**config.mk**
```make
export PLATFORM = sky130hd
export DESIGN_NAME = fetch_stage
export DESIGN_NICKNAME = d
export VERILOG_FILES = /design/src/rtl/fetch_stage_pkg.sv /design/src/rtl/fetch_pc_mux.sv /design/src/rtl/fetch_stage.sv
export SDC_FILE = /design/constraint.sdc
export NUM_CORES = 1
export LEC_CHECK = 0
export ABC_AREA = 1
export BUFFER_PORTS_ARGS = -buffer_cell sky130_fd_sc_hd__buf_2
export CAP_MARGIN = 40
export CORE_ASPECT_RATIO = 1.75
export CORE_MARGIN = 2
export CORE_UTILIZATION = 51
export DETAILED_ROUTE_END_ITERATION = 10
export GPL_TIMING_DRIVEN = 1
export PLACE_DENSITY = 0.91
export SETUP_SLACK_MARGIN = 0.15
export SYNTH_ARGS = -nofsm -noshare
export SYNTH_HDL_FRONTEND = slang
export SYNTH_SLANG_ARGS = --single-unit
```
**constraint.sdc**
```tcl
create_clock -name clk -period 3.15 [get_ports clk]
set_input_delay 0.63 -clock clk [delete_from_list [all_inputs] [get_ports clk]]
set_output_delay 0.63 -clock clk [all_outputs]
set_load 0.01 [all_outputs]
```
**src/rtl/fetch_stage_pkg.sv**
```systemverilog
// rtl/fetch_stage_pkg.sv - shared fetch constants, region decode and word type
package fetch_stage_pkg;
   typedef logic [31:0] word_t;

   localparam word_t      RESET_PC    = 32'h4000_0000;
   localparam word_t      NOP         = 32'h0000_0013;
   localparam logic [3:0] BIOS_REGION = 4'h4;
   localparam logic [3:0] IMEM_REGION = 4'h1;

   typedef enum logic [1:0] {
      SRC_BIOS,
      SRC_IMEM,
      SRC_ILLEGAL
   } src_e;

   function automatic src_e region_src(input logic [3:0] region);
      case (region)
         BIOS_REGION: return SRC_BIOS;
         IMEM_REGION: return SRC_IMEM;
         default:     return SRC_ILLEGAL;
      endcase
   endfunction
endpackage

```
**src/rtl/fetch_pc_mux.sv**
```systemverilog
// rtl/fetch_pc_mux.sv - next-PC priority mux: reset, redirect, stall, sequential
module fetch_pc_mux
   import fetch_stage_pkg::*;
(
   input  logic  rst,
   input  logic  pc_sel_ex,
   input  logic  stall,
   input  word_t reset_pc,
   input  word_t pc_q,
   input  word_t target_ex,
   output word_t next_pc
);
   // Redirect beats stall: the redirecting instruction is older than the stalled one.
   always_comb begin
      next_pc = pc_q + 32'd4;
      if (!rst)
         next_pc = reset_pc - 32'd4;
      else if (pc_sel_ex)
         next_pc = target_ex;
      else if (stall)
         next_pc = pc_q;
   end
endmodule

```
**src/rtl/fetch_stage.sv**
```systemverilog
// rtl/fetch_stage.sv - IF/ID front end: PC register, memory select, squash, fault and count
module fetch_stage #(
   parameter logic [31:0] RESET_PC = fetch_stage_pkg::RESET_PC,
   parameter logic [31:0] NOP      = fetch_stage_pkg::NOP,
   parameter int          BIOS_AW  = 12,
   parameter int          IMEM_AW  = 14
) (
   input  logic               clk,
   input  logic               rst,
   input  logic               stall,
   input  logic               pc_sel_ex,
   input  logic [31:0]        target_ex,
   output logic [BIOS_AW-1:0] bios_addr,
   output logic [IMEM_AW-1:0] imem_addr,
   input  logic [31:0]        bios_dout,
   input  logic [31:0]        imem_dout,
   output logic [31:0]        pc_id,
   output logic [31:0]        inst_id,
   output logic               valid_id,
   output logic               fetch_fault,
   output logic [31:0]        fetch_count
);
   import fetch_stage_pkg::*;

   word_t pc_q, next_pc, count_q, sel_dout;
   logic  valid_q, fault_q;
   logic  legal, aligned, ok;
   src_e  src;

   fetch_pc_mux u_pc_mux (
      .rst       (rst),
      .pc_sel_ex (pc_sel_ex),
      .stall     (stall),
      .reset_pc  (RESET_PC),
      .pc_q      (pc_q),
      .target_ex (target_ex),
      .next_pc   (next_pc)
   );

   // Synchronous-read memories: data for next_pc arrives when it becomes pc_q.
   assign bios_addr = next_pc[BIOS_AW+1:2];
   assign imem_addr = next_pc[IMEM_AW+1:2];

   always_comb begin
      src      = region_src(pc_q[31:28]);
      legal    = (src != SRC_ILLEGAL);
      aligned  = (pc_q[1:0] == 2'b00);
      sel_dout = (src == SRC_IMEM) ? imem_dout : bios_dout;
      ok       = rst & valid_q & legal & aligned & ~pc_sel_ex;
   end

   assign valid_id    = ok;
   assign inst_id     = ok ? sel_dout : NOP;
   assign pc_id       = rst ? pc_q : (RESET_PC - 32'd4);
   assign fetch_fault = fault_q;
   assign fetch_count = count_q;

   always_ff @(posedge clk) begin
      if (!rst) begin
         pc_q    <= RESET_PC - 32'd4;
         valid_q <= 1'b0;
         fault_q <= 1'b0;
         count_q <= '0;
      end else begin
         pc_q    <= next_pc;
         valid_q <= 1'b1;
         // Squashed slots never fault; the wrong path is not architecturally fetched.
         if (valid_q && !pc_sel_ex && !(legal && aligned))
            fault_q <= 1'b1;
         if (ok && !stall)
            count_q <= count_q + 32'd1;
      end
   end
endmodule

```
# Yosys cells after proc, flatten, opt, wreduce, memory -nomap -nowiden
# Cells that the tools add are included.
[op_classes] add_sub_neg=2 n_eq_ne=5 n_mux=8 bitwise_logic=5 reduce_logical=8
[op_table] op="$mux W32" count=5
[op_table] op="$add A32 B1 Y32 const B" count=1
[op_table] op="$add A32 B3 Y32 const B" count=1
[op_table] op="$mux W16" count=1
[op_table] op="$and A1 B1 Y1" count=4
[op_table] op="$eq A4 B1 Y1 const B" count=1
[op_table] op="$eq A4 B3 Y1 const B" count=1
[op_table] op="$logic_and A1 B1 Y1" count=4
[op_table] op="$pmux W2 S2" count=1
[op_table] op="$logic_not A1 Y1" count=3
[op_table] op="$eq A2 B1 Y1 const B" count=1
[op_table] op="$logic_not A2 Y1" count=1
[op_table] op="$ne A2 B1 Y1 const B" count=1
[op_table] op="$ne A2 B2 Y1 const B" count=1
[op_table] op="$mux W1" count=1
[op_table] op="$not A1 Y1" count=1
[word_totals] reg_bits=66 inputBits=100 wordCells=33

# Longest topological paths before layout
[depth] depth_word=7 ltp_mapped=10

# Hierarchy
# A second synthesis with hierarchy kept.
[hier_totals] hier_cells=1028 hier_area_um2=5920.7
[by_module_without_submodules] mod="fetch_stage" instances=1 cells_each=530 area_each_um2=3562.2 seq_area_each_um2=1321.3
[by_module_without_submodules] mod="fetch_pc_mux" instances=1 cells_each=498 area_each_um2=2358.5 seq_area_each_um2=0.0

# Least setup slack after synthesis
# No wires, ideal clock.
[synth_timing] path_kind="input to output" startpoint="input stall" endpoint="output imem_addr[6]" arrival_time_ns=1.769 path_slack_ns=0.751 stages=6 cell_sequence="nor3_1 > nand2_1 > nor2_1 > nor2_1 > o21ai_0 > buf_4"
[synth_via] elab_chain_len=3
[synth_lines] element="start: declaration" line="fetch_stage.sv:10" rtl="input logic stall,"
[synth_lines] element="$mux W32" line="fetch_pc_mux.sv:20" rtl="else if (stall)"
[synth_lines] element="$mux W32" line="fetch_pc_mux.sv:18" rtl="else if (pc_sel_ex)"
[synth_lines] element="$mux W16" line="fetch_pc_mux.sv:16" rtl="if (!rst)"
[synth_lines] element="end: declaration" line="fetch_stage.sv:14" rtl="output logic [IMEM_AW-1:0] imem_addr,"
# No other way between the ends. The select of a mux whose other input is x is not followed.

# Worst setup path after layout
[layout_timing] startpoint="register pc_q[2]" endpoint="output imem_addr[10]"
[layout_via] elab_chain_len=4
[layout_lines] element="start: declaration" line="fetch_stage.sv:25" rtl="word_t pc_q, next_pc, count_q, sel_dout;"
[layout_lines] element="start signal: assignment" line="fetch_stage.sv:60" rtl="pc_q <= RESET_PC - 32'd4;"
[layout_lines] element="start signal: assignment" line="fetch_stage.sv:65" rtl="pc_q <= next_pc;"
[layout_lines] element="$add A32 B3 Y32" line="fetch_pc_mux.sv:15" rtl="next_pc = pc_q + 32'd4;"
[layout_lines] element="$mux W32" line="fetch_pc_mux.sv:20"
[layout_lines] element="$mux W32" line="fetch_pc_mux.sv:18"
[layout_lines] element="$mux W16" line="fetch_pc_mux.sv:16"
# No other way between the ends. The select of a mux whose other input is x is not followed.

==> results.yml <==
global_routing:
  antenna_found_initial: 0
  grt_pass1_wl_um: 26700
  grt_usage_pct: 32.2
  grt_pass1_vias: 5622
  grt_max_degree: 41
  grt_overflow: 0
detailed_routing:
  dr.pass1.iters: 6
  drc: 0
  wire_per_inst_um: 15.1
  vias: 6233
  ant_nets: 0
  routed_wl_um: 17100
  drtIter0Drc: 410
  viasPerCell: 5.51
final_layout:
  synthToLayoutAreaGrowth_pct: 29.8
  multiInputGateArea_um2: 2910
  regArea_um2: 1320
  num-fill-cells: 865
  drive_gt1_share_pct: 26.9
  nets: 1109
  diodes: 0
yosys:
  postSynth.asyncResetShare_pct: 0
  synth_edf_count: 0
  synth-seq-area-share_pct: 27.7
  synth_area_leaders: "dfxtp_1 (28%), nand2_1 (19%), nor2_1 (8.2%)"
  yosys.cell_types.count: 32
  yosys_warnings: 0
  synth_most_common_cell: "nand2_1"
  yosysTopAreaCellShare_pct: 27.7
  ys_seq_elements: 66
  synth_fp_nets: 911
  syn_inst: 809
  syn_area_um2: 4770
  synth.avg_cell_area_um2: 5.89
  synth.top_cells.by_count: "nand2_1 (241), nor2_1 (104), inv_1 (75), dfxtp_1 (66), a21oi_1 (65)"
  synth_top_cell_by_area: "dfxtp_1"
  ys.flop_type: "dfxtp_1"
floorplan:
  fp.dieW_um: 77.1
  core_um2: 9090
  initial_utilization_pct: 52.4
  die_area_um2: 10200
  io_pins: 224
  rows: 46
  die_y_um: 132
timing:
  setup_tns_ns: 0
  slew_headroom_pct: 68.4
  fin_skew_ns: 0.00686
  slew_violations: 0
  whs_ns: 0.467
  worst_slew_pin_slew_ns: 0.472
  min_period_over_period_pct: 87.7
  setup_viol: 0
  rsz0062_at_grt: "false"
  hold_violations: 0
  max_freq_ghz: 0.362
  min_period_ns: 2.76
critical_path:
  critPathLaunchType: "register"
  endpoint: "imem_addr[10]"
  end_kind: "output pin"
  reg2reg_from: "fetch_count[1]"
  r2r_setup_slack_ns: 1.29
  slowest_delay_ns: 0.44
  critPathKind: "reg -> out"
  cp.depth: 8
  reg2reg_depth: 9
  critical_path.top_delay_family: "flip-flops"
  reg2reg_to: "fetch_count[28]"
  cp_cell_sequence: "ha_1, nand3_1, inv_1, nand2_1, nor2_1, a21oi_1, o21ai_0, buf_2"
  path_buf_inv: 2
  crit_start: "pc_q[2]"
  crit_fanout: 6
  crit_arrival_ns: 2.13
  crit_required_ns: 2.52
  worst_path_max_delay_cell: "dfxtp_1"
cts:
  clockBufferDepth: 2
  cts_made_buffers: 9
  cts_resized: 0
  tritoncts: "done"
  cts_hold_buf: 0
  clk_root_buffer_cell: "clkbuf_16"
  cts_setup_buffers: 0
  clk_latency_ns: 0.33
  clk_pin_slew_ns: 0.06
  htreeDepth: 3
  clock_sinks: 66
power_and_ir_drop:
  power.density_nw_per_um2: 391
  cellLeakagePower_nw: 3.12
  max-vdd-ir-drop_uv: 372
flow_run:
  drv_cap: 0
placement:
  place_congestion: 1.04
  hpwl_um: 13100
  port_buffers: 223
hold_path:
  min_path_type: "reg -> reg"
  worstHoldPathCells: 2
status:
  status: "finished, final reports clean"
[cell families after synthesis]
group | share of synthesized area (%)
xor+xnor | 2.20
flops | 27.7
compound gates | 14.3
fa+ha+maj | 0.525
simple gates | 43.8
buf+inv | 11.5
[flip-flops by register name, summed over array words and instances, names as in the netlist]
register,cells
fetch_count,32
fetch_fault,1
pc_q,32
valid_q,1
[metal layers]
metal / GRT usage (%) / up-vias / share of wire [%]
li1: - / 3052 / -
met1: 35.8 / 2799 / 37
met2: 57.4 / 335 / 51
met3: 5.48 / 47 / 8.2
met4: 17.6 / 0 / 3.7
met5: 0 / - / 0
[final cells by class]
class	count	share of cell area, %
tap	120	2.43
timing repair buffer	237	19.7
multi-input combinational	615	47.0
sequential	66	21.4
clock inverter	5	0.869
clock buffer	11	3.92
inverter	78	4.73
[power breakdown]
part	leakage, nW	switching (mW)	total (mW)	internal, mW
Combinational	2.43	0.313	0.492	0.179
Sequential	0.541	0.0408	0.911	0.870
Clock	0.149	0.382	1.01	0.632
Total	3.12	0.736	2.42	1.68
[through the flow]
stage               instances  utilization (%)  setup WS (ns)  area (um^2)  total power, mW
global placement         1116             64.7          0.585         5880             1.40
finish                   1132             68.1          0.387         6190             2.42
detailed placement       1116             64.7          0.490         5880             1.41
floorplan                 809                -          0.751         4770             1.23
global route             1132             68.1          0.232         6190             2.51
CTS                      1132             68.0          0.338         6180             2.41
[cell usage in the layout (no fill, tap or decap), types with 2 or more instances in the layout]
master     count
clkinv_2       3
o21ai_0       29
nand3_1       58
nor2_2         5
inv_2          3
o31ai_1        4
nand2_1      241
nor3_1         9
nor3b_1        2
buf_4         14
xor2_1         8
nand4_1       49
nor2_1       103
o211ai_1       5
xnor2_1        4
clkbuf_16      9
a21o_1         2
ha_1           2
a221oi_1      13
a21oi_1       65
nor2_4         3
dfxtp_1       66
or2_2          6
buf_2        223
inv_1         75
[worst reg2reg max path: cells and delay by family (launching register included)]
| kind | cells | cell delay (ns) |
|---|---|---|
| simple gates | 8 | 1.15 |
| flops | 1 | 0.39 |
| fa+ha+maj | 1 | 0.25 |
[worst min path at each step]
| stage | from | endpoint | slack [ns] |
|---|---|---|---|
| floorplan | pc_q[0] | pc_q[0] | 0.44 |
| global placement | pc_q[0] | pc_q[0] | 0.46 |
| detailed placement | pc_q[0] | pc_q[0] | 0.46 |
| CTS | pc_q[0] | pc_q[0] | 0.47 |
| global route | pc_q[0] | pc_q[0] | 0.48 |
| finish | pc_q[0] | pc_q[0] | 0.47 |
No activity file was read; power rests on OpenSTA's default activity.
